<file path="src/rtl/cdb_arbiter.sv">
// CDB producer: per-port completion FIFOs, one grant per cycle, registered broadcast.
// Define CDB_ARB_ROUND_ROBIN_EN for round-robin arbitration; otherwise fixed priority (port 0 highest).

module cdb_arb_fifo #(
  parameter int W     = 44,
  parameter int DEPTH = 2
) (
  input  logic         clk_i,
  input  logic         rst_i,
  input  logic         recover_i,
  input  logic         push,
  input  logic         pop,
  input  logic [W-1:0] wdata,
  output logic [W-1:0] rdata,
  output logic         full,
  output logic         empty
);
  localparam int PW = $clog2(DEPTH);
  localparam int CW = PW + 1;

  logic [W-1:0]  mem [DEPTH];
  logic [PW-1:0] head, tail;
  logic [CW-1:0] count;

  // Payload storage needs no reset; validity lives entirely in count.
  always_ff @(posedge clk_i)
    if (push) mem[tail] <= wdata;

  always_ff @(posedge clk_i or posedge rst_i) begin
    if (rst_i) begin
      head  <= '0;
      tail  <= '0;
      count <= '0;
    end else if (recover_i) begin
      head  <= '0;
      tail  <= '0;
      count <= '0;
    end else begin
      if (push) tail <= tail + PW'(1);
      if (pop)  head <= head + PW'(1);
      count <= count + CW'(push) - CW'(pop);
    end
  end

  assign rdata = mem[head];
  assign full  = (count == CW'(DEPTH));
  assign empty = (count == '0);
endmodule

module cdb_arbiter #(
  parameter int N_PORTS    = 4,
  parameter int TAG_W      = 7,
  parameter int DATA_W     = 32,
  parameter int ROB_W      = 5,
  parameter int FIFO_DEPTH = 2
) (
  input  logic                      clk_i,
  input  logic                      rst_i,
  input  logic                      recover_i,
  input  logic [N_PORTS-1:0]        fu_valid_i,
  output logic [N_PORTS-1:0]        fu_ready_o,
  input  logic [N_PORTS*TAG_W-1:0]  fu_tag_i,
  input  logic [N_PORTS*DATA_W-1:0] fu_data_i,
  input  logic [N_PORTS*ROB_W-1:0]  fu_rob_i,
  output logic                      cdb_valid_o,
  output logic [TAG_W-1:0]          cdb_tag_o,
  output logic [DATA_W-1:0]         cdb_data_o,
  output logic [ROB_W-1:0]          cdb_rob_o
);
  localparam int PKT_W = TAG_W + DATA_W + ROB_W;
  localparam int IDX_W = $clog2(N_PORTS);

  logic [N_PORTS-1:0][PKT_W-1:0] wpkt, hpkt;
  logic [N_PORTS-1:0]            full, empty, push, pop, req;
  logic                          gnt_any;
  logic [IDX_W-1:0]              gnt_idx, cand;
  logic [PKT_W-1:0]              out_pkt;

  for (genvar p = 0; p < N_PORTS; p++) begin : g_port
    assign wpkt[p] = {fu_tag_i[p*TAG_W +: TAG_W], fu_data_i[p*DATA_W +: DATA_W],
                      fu_rob_i[p*ROB_W +: ROB_W]};
    // Ready looks at the pre-pop count, so a full port never passes through.
    assign fu_ready_o[p] = !full[p] && !recover_i && !rst_i;
    assign push[p]       = fu_valid_i[p] && fu_ready_o[p];
    assign pop[p]        = gnt_any && (gnt_idx == IDX_W'(p));
    assign req[p]        = !empty[p];

    cdb_arb_fifo #(.W(PKT_W), .DEPTH(FIFO_DEPTH)) u_fifo (
      .clk_i     (clk_i),
      .rst_i     (rst_i),
      .recover_i (recover_i),
      .push      (push[p]),
      .pop       (pop[p]),
      .wdata     (wpkt[p]),
      .rdata     (hpkt[p]),
      .full      (full[p]),
      .empty     (empty[p])
    );
  end

`ifdef CDB_ARB_ROUND_ROBIN_EN
  logic [IDX_W-1:0] rr_ptr;
  int               rr_sum;

  // Scan downward so the last hit is the first requester at/after rr_ptr.
  always_comb begin
    gnt_any = 1'b0;
    gnt_idx = '0;
    cand    = '0;
    rr_sum  = 0;
    for (int i = N_PORTS - 1; i >= 0; i--) begin
      rr_sum = int'(rr_ptr) + i;
      if (rr_sum >= N_PORTS) rr_sum = rr_sum - N_PORTS;
      cand = IDX_W'(rr_sum);
      if (req[cand]) begin
        gnt_any = 1'b1;
        gnt_idx = cand;
      end
    end
  end

  always_ff @(posedge clk_i or posedge rst_i) begin
    if (rst_i)                rr_ptr <= '0;
    else if (recover_i)       rr_ptr <= '0;
    else if (gnt_any)
      rr_ptr <= (gnt_idx == IDX_W'(N_PORTS - 1)) ? '0 : gnt_idx + IDX_W'(1);
  end
`else
  always_comb begin
    gnt_any = 1'b0;
    gnt_idx = '0;
    cand    = '0;
    for (int i = N_PORTS - 1; i >= 0; i--) begin
      cand = IDX_W'(i);
      if (req[cand]) begin
        gnt_any = 1'b1;
        gnt_idx = cand;
      end
    end
  end
`endif

  // A grant coinciding with recover is dropped along with the FIFO contents.
  always_ff @(posedge clk_i or posedge rst_i) begin
    if (rst_i) begin
      cdb_valid_o <= 1'b0;
      out_pkt     <= '0;
    end else if (recover_i || !gnt_any) begin
      cdb_valid_o <= 1'b0;
      out_pkt     <= '0;
    end else begin
      cdb_valid_o <= 1'b1;
      out_pkt     <= hpkt[gnt_idx];
    end
  end

  assign {cdb_tag_o, cdb_data_o, cdb_rob_o} = out_pkt;
endmodule

</file>
<file path="config.mk">
export PLATFORM = sky130hd
export DESIGN_NAME = cdb_arbiter
export DESIGN_NICKNAME = d
export VERILOG_FILES = /design/src/rtl/cdb_arbiter.sv
export SDC_FILE = /design/constraint.sdc
export NUM_CORES = 1
export LEC_CHECK = 0
export ABC_AREA = 1
export CAP_MARGIN = 25
export CORE_ASPECT_RATIO = 0.5
export CORE_MARGIN = 2
export CORE_UTILIZATION = 50
export DETAILED_ROUTE_END_ITERATION = 7
export HOLD_SLACK_MARGIN = 0.15
export PLACE_DENSITY = 0.78
export SLEW_MARGIN = 20
export SYNTH_ARGS = -nofsm -noshare
export SYNTH_HDL_FRONTEND = slang
export SYNTH_HIERARCHICAL = 1
export SYNTH_SLANG_ARGS = --single-unit
</file>
<file path="constraint.sdc">
create_clock -name clk_i -period 3.4 [get_ports clk_i]
set_input_delay 0.51 -clock clk_i [delete_from_list [all_inputs] [get_ports clk_i]]
set_output_delay 0.51 -clock clk_i [all_outputs]
set_load 0.1 [all_outputs]
</file>
=== Word-level counts from Yosys, hierarchy flattened ===
Memory sizes are Yosys's and may differ from the RTL's.
Index checks and enable logic that the tools add are counted.
W data, S select, Z words.

* Add/subtract/negate cells: 16
* Magnitude comparators: 1
* Equality and inequality tests: 7
* Muxes and demuxes: 40
* Reduce and logical (&&, ||, !) cells: 37

{| class="wikitable"
|+ Operators with widths
! cell !! count
|-
| $bmux W44 S2 || 1
|-
| $mux W44 || 2
|-
| $mux W1 || 29
|-
| $logic_and A1 B1 Y1 || 16
|-
| $mux W2 || 8
|-
| $reduce_bool A2 Y1 || 8
|-
| $eq A2 B2 Y1 const B || 6
|-
| $logic_not A2 Y1 || 5
|-
| $add A1 B1 Y1 const B || 8
|-
| $add A2 B1 Y2 || 4
|-
| $sub A2 B1 Y2 || 4
|-
| $logic_not A1 Y1 || 7
|-
| $lt A2 B3 Y1 const B || 1
|-
| $eq A2 B1 Y1 const B || 1
|-
| $logic_or A1 B1 Y1 || 1
|}

* Bits in registers: 61
* RAM bits: 352
* Input bits: 183
* Output and inout port bits: 49
* Word-level logic and storage cells: 119
* Memories kept: 4

{| class="wikitable"
|+ Memories
! name !! depth !! width !! read ports !! clocked after memory_dff !! write ports !! RTL line !! RTL
|-
| g_port[0].u_fifo.mem || 2 || 44 || 1 || 0 || 1 || 21 || <nowiki>logic [W-1:0] mem [DEPTH];</nowiki>
|-
| g_port[1].u_fifo.mem || 2 || 44 || 1 || 0 || 1 || 21 ||
|-
| g_port[2].u_fifo.mem || 2 || 44 || 1 || 0 || 1 || 21 ||
|-
| g_port[3].u_fifo.mem || 2 || 44 || 1 || 0 || 1 || 21 ||
|}

=== Longest topological paths before layout ===
* Depth in word-level cells: 9
* Depth in mapped cells: 11
* Depth with buffers taken out: 10

=== Hierarchy ===
The synthesis kept the hierarchy.

{| class="wikitable"
|+ Modules (own cells, without submodules)
! module !! instances !! cells each !! area an instance (µm²) !! sequential area each (µm²)
|-
| cdb_arb_fifo || 4 || 167 || 3593.4 || 2742.6
|-
| cdb_arbiter || 1 || 545 || 3301.9 || 1126.1
|}

=== Worst setup path after synthesis ===
OpenSTA, ideal clock, no wires.

* Path kind: input to register
* Start point: in rst_i
* End point: mem g_port[0].u_fifo.mem[0][0], enable pin
* Library setup time: 0.445 ns
* Arrival: 4.158 ns
* Required time: 2.955 ns
* Slack: -1.203 ns
* Stages on the path: 5
* Path buffers: 0
* Cells stage by stage: inv_1 -> nand2_1 -> nor3b_1 -> inv_1 -> nor2_1

* Longest elaborated chain between the ends: 5

{| class="wikitable"
|+ Ends and longest elaborated chain
! element !! RTL line !! RTL
|-
| start, declared || 58 || <nowiki>input logic rst_i,</nowiki>
|-
| $logic_not A1 Y1 (no source line) || n/a ||
|-
| $logic_and A1 B1 Y1 || 83 || <nowiki>assign fu_ready_o[p] = !full[p] && !recover_i && !rst_i;</nowiki>
|-
| $logic_and A1 B1 Y1 || 84 || <nowiki>assign push[p] = fu_valid_i[p] && fu_ready_o[p];</nowiki>
|-
| via push[0] || 74 || <nowiki>logic [N_PORTS-1:0] full, empty, push, pop, req;</nowiki>
|-
| $mux W1 || 27 || <nowiki>if (push) mem[tail] <= wdata;</nowiki>
|-
| $mux W1 (implied by the code) || 27 ||
|-
| end, declared || 21 ||
|}

The timed path passes the listed nets, and every way through them passes these cells.

=== Worst setup path after layout ===
* Start point: reg out_pkt[21]
* End point: out cdb_data_o[16]

{| class="wikitable"
|+ RTL lines
! element !! RTL line !! RTL
|-
| start, declared || 77 || <nowiki>logic [PKT_W-1:0] out_pkt;</nowiki>
|-
| start signal, assigned || 153 || <nowiki>out_pkt <= hpkt[gnt_idx];</nowiki>
|-
| end, declared || 67 || <nowiki>output logic [DATA_W-1:0] cdb_data_o,</nowiki>
|}

No word-level cell between the ends.

==> flow_summary.yaml <==
cells_and_area:
  area_delta_synth_final_pct: 22.9
  layout.nets: 1646
  drive_gt1_share_pct: 18.9
  fillers: 2388
  seq_area_sq_mm: 0.0121
  final_util_pct: 62.7
  multi_input_area_sq_mm: 0.00444
setup_path:
  cp-endpoint: "cdb_data_o[16]"
  cp_slowest_cell: "clkdlybuf4s50_1"
  startpoint: "out_pkt[21]"
  cpLargestDelayFamily: "buffers and inverters"
  worst-path-buf-inv: 1
  reg2reg_depth: 5
  crit_type: "reg -> out"
  cp-end-kind: "primary output"
  r2r_setup_slack_ps: 1040
  worstPathCellList: "clkdlybuf4s50_1"
  cp.depth: 1
  required_ps: 2890
  r2r-start: "g_port[2].u_fifo/count[1]"
  slowest_delay_ps: 1160
  cp.arrival_ps: 2090
  critical_path.startpoint_type: "register"
  crit_path_max_fanout: 1
  r2r-end: "out_pkt[0]"
drt:
  drtAntennaViolNets: 0
  drtIter0Drc: 810
  via_per_inst: 5.25
  postRouteWirelength_microns: 39900
  vias: 10300
  avgRoutedWirePerCell_microns: 20.3
  drc: 0
  drtPass1Iterations: 5
global_routing:
  gr-usage-all-layers_pct: 21.4
  grt_max_degree: 48
  antenna_found_initial: 3
  gr-total-overflow: 0
  first_global_vias: 10900
  grt_pass1_wl_microns: 60000
clocking:
  cts_max_level: 2
  cts_tree: "built"
  post_cts_resized: 0
  postCtsSetupBuffers: 0
  clk_latency_ps: 530
  clockBufferDepth: 3
  cts_made_buffers: 38
  hold_buffers: 0
  cts-root-buf: "clkbuf_16"
  cts.clk_slew.worst_paths_ps: 60
  cts_num_sinks: 413
floorplanning:
  io_pins: 232
  num_rows: 48
  die-area_sq_mm: 0.0370
  initial_utilization_pct: 51.0
  die_y_microns: 137
  coreArea_sq_mm: 0.0347
  die_x_microns: 270
timing:
  fmax_mhz: 385
  final.setup.tns_ps: 0
  period_share_pct: 76.5
  rsz0062_at_grt: "no"
  maxSlewViolCount: 0
  fin_skew_ps: 12.1
  setup_slack_ps: 800
  slew_headroom_pct: 29.3
  hold_viol: 0
  setup_viol: 0
  whs_ps: 334
  fin_crit_ps: 2600
  worst_pin_slew_ps: 1060
yosys:
  synth_fp_nets: 1404
  seq_area_frac_synth_pct: 68.4
  synth_cell_types: 21
  yosys_register_bits: 413
  synth_warnings: 6
  synth_area_per_cell_sq_um: 14.6
  synthCells: 1213
  syn_area_sq_mm: 0.0177
place:
  place_congestion: 0.843
  place_hpwl_microns: 27300
  numPortBuffers: 231
  post-place-ws_ps: 336
power_and_ir_drop:
  power-per-cell-area_mw_per_mm2: 796
  max-vdd-ir-drop_mv: 0.697
  p_leak_nw: 8.56
  total_power_mw: 17.3
flow_run:
  drv_cap: 0
status:
  status: "finished, final reports clean"
worst_hold_path:
  hold_path.class: "in -> async"
layout by cell type (no fill, tap or decap), drive strengths merged:
cell type / synthesis / layout
a21oi: 52 / 52
buf: 44 / 29
bufinv: 0 / 3
clkbuf: 8 / 60
clkdlybuf4s50: 0 / 225
clkinv: 0 / 7
clkinvlp: 0 / 1
dfrtp: 61 / 61
diode: 0 / 3
edfxtp: 352 / 352
ha: 8 / 8
inv: 177 / 176
mux2: 176 / 176
nand2: 154 / 154
nand3: 137 / 137
nor2: 31 / 31
nor3b: 4 / 4
o21ai: 9 / 9
Yosys cell counts:
cell	n	area [sq um]
nor2_4	2	22.5
dfrtp_1	61	1530
buf_6	4	45.0
buf_2	24	120
nand2_2	3	18.8
inv_1	174	653
nand2_1	151	567
nand3_1	136	681
ha_1	8	100
buf_12	16	320
nor2_1	29	109
nand3_2	1	10.0
a21oi_1	52	260
mux2_2	24	270
o21ai_2	1	8.76
inv_2	3	11.3
mux2_4	152	2280
o21ai_0	8	40.0
clkbuf_1	8	30.0
edfxtp_1	352	10600
nor3b_1	4	30.0
state kept, by name, indices dropped and copies added, names as in the netlist:
register / cells
g_port.u_fifo/mem: 352
out_pkt: 44
g_port.u_fifo/count: 8
g_port.u_fifo/head: 4
g_port.u_fifo/tail: 4
cdb_valid_o: 1
per-layer routing:
layer | vias to the layer above | GRT usage (%) | part of all wire, %
li1 | 4696 | - | -
met4 | 0 | 9.14 | 3.7
met2 | 293 | 42.5 | 56
met5 | - | 0 | 0
met3 | 90 | 3.07 | 4.1
met1 | 5232 | 22.8 | 36
cells by family (layout without fill, tap and decap cells):
| kind of cell | after synthesis | in the layout | share of synthesized area, % |
|---|---|---|---|
| DFF | 413 | 413 | 68.4 |
| other | 0 | 3 | 0 |
| and+or+nand+nor | 326 | 326 | 8.13 |
| adders and majority gates | 8 | 8 | 0.566 |
| muxes | 176 | 176 | 14.4 |
| buffers and inverters | 229 | 501 | 6.68 |
| AOI/OAI and AO/OA | 61 | 61 | 1.75 |
how the worst min path moves through the flow:
stage	startpoint	slack, ps	endpoint	cells past startpoint
floorplan	rst_i	280	g_port[0].u_fifo/count[0]	1
global placement	g_port[1].u_fifo/head	450	g_port[1].u_fifo/head	1
detailed placement	g_port[1].u_fifo/head	490	g_port[1].u_fifo/head	1
CTS	rst_i	320	g_port[0].u_fifo/count[0]	2
global route	rst_i	360	g_port[1].u_fifo/head	2
finish	rst_i	330	g_port[0].u_fifo/count[0]	2
cell type report:
| cell class | count | share of cell area (%) |
|---|---|---|
| inverter | 177 | 3.08 |
| clock buffer | 60 | 5.28 |
| sequential | 413 | 55.7 |
| clock inverter | 10 | 0.547 |
| tap | 475 | 2.74 |
| antenna | 3 | 0.0346 |
| timing repair buffer | 254 | 12.2 |
| multi-input combinational | 571 | 20.4 |
stage by stage:
step,instance area (sq um),cells
6_report,21700,1963
3_5_place_dp,20400,1890
3_3_place_gp,20400,1889
5_1_grt,21700,1963
2_1_floorplan,17700,1213
4_1_cts,21700,1960
worst register-to-register path: stages, from the launching register on:
cell	delay [ps]
dfrtp_1	390
nor2_1	430
nand2_1	240
nand2_2	740
nand3_1	310
a21oi_1	190
power breakdown:
part,switching (mW),internal [mW]
sequential,0.363,5.93
combinational,4.23,2.42
clock,1.79,2.55
(Power assumes the default switching activity.)
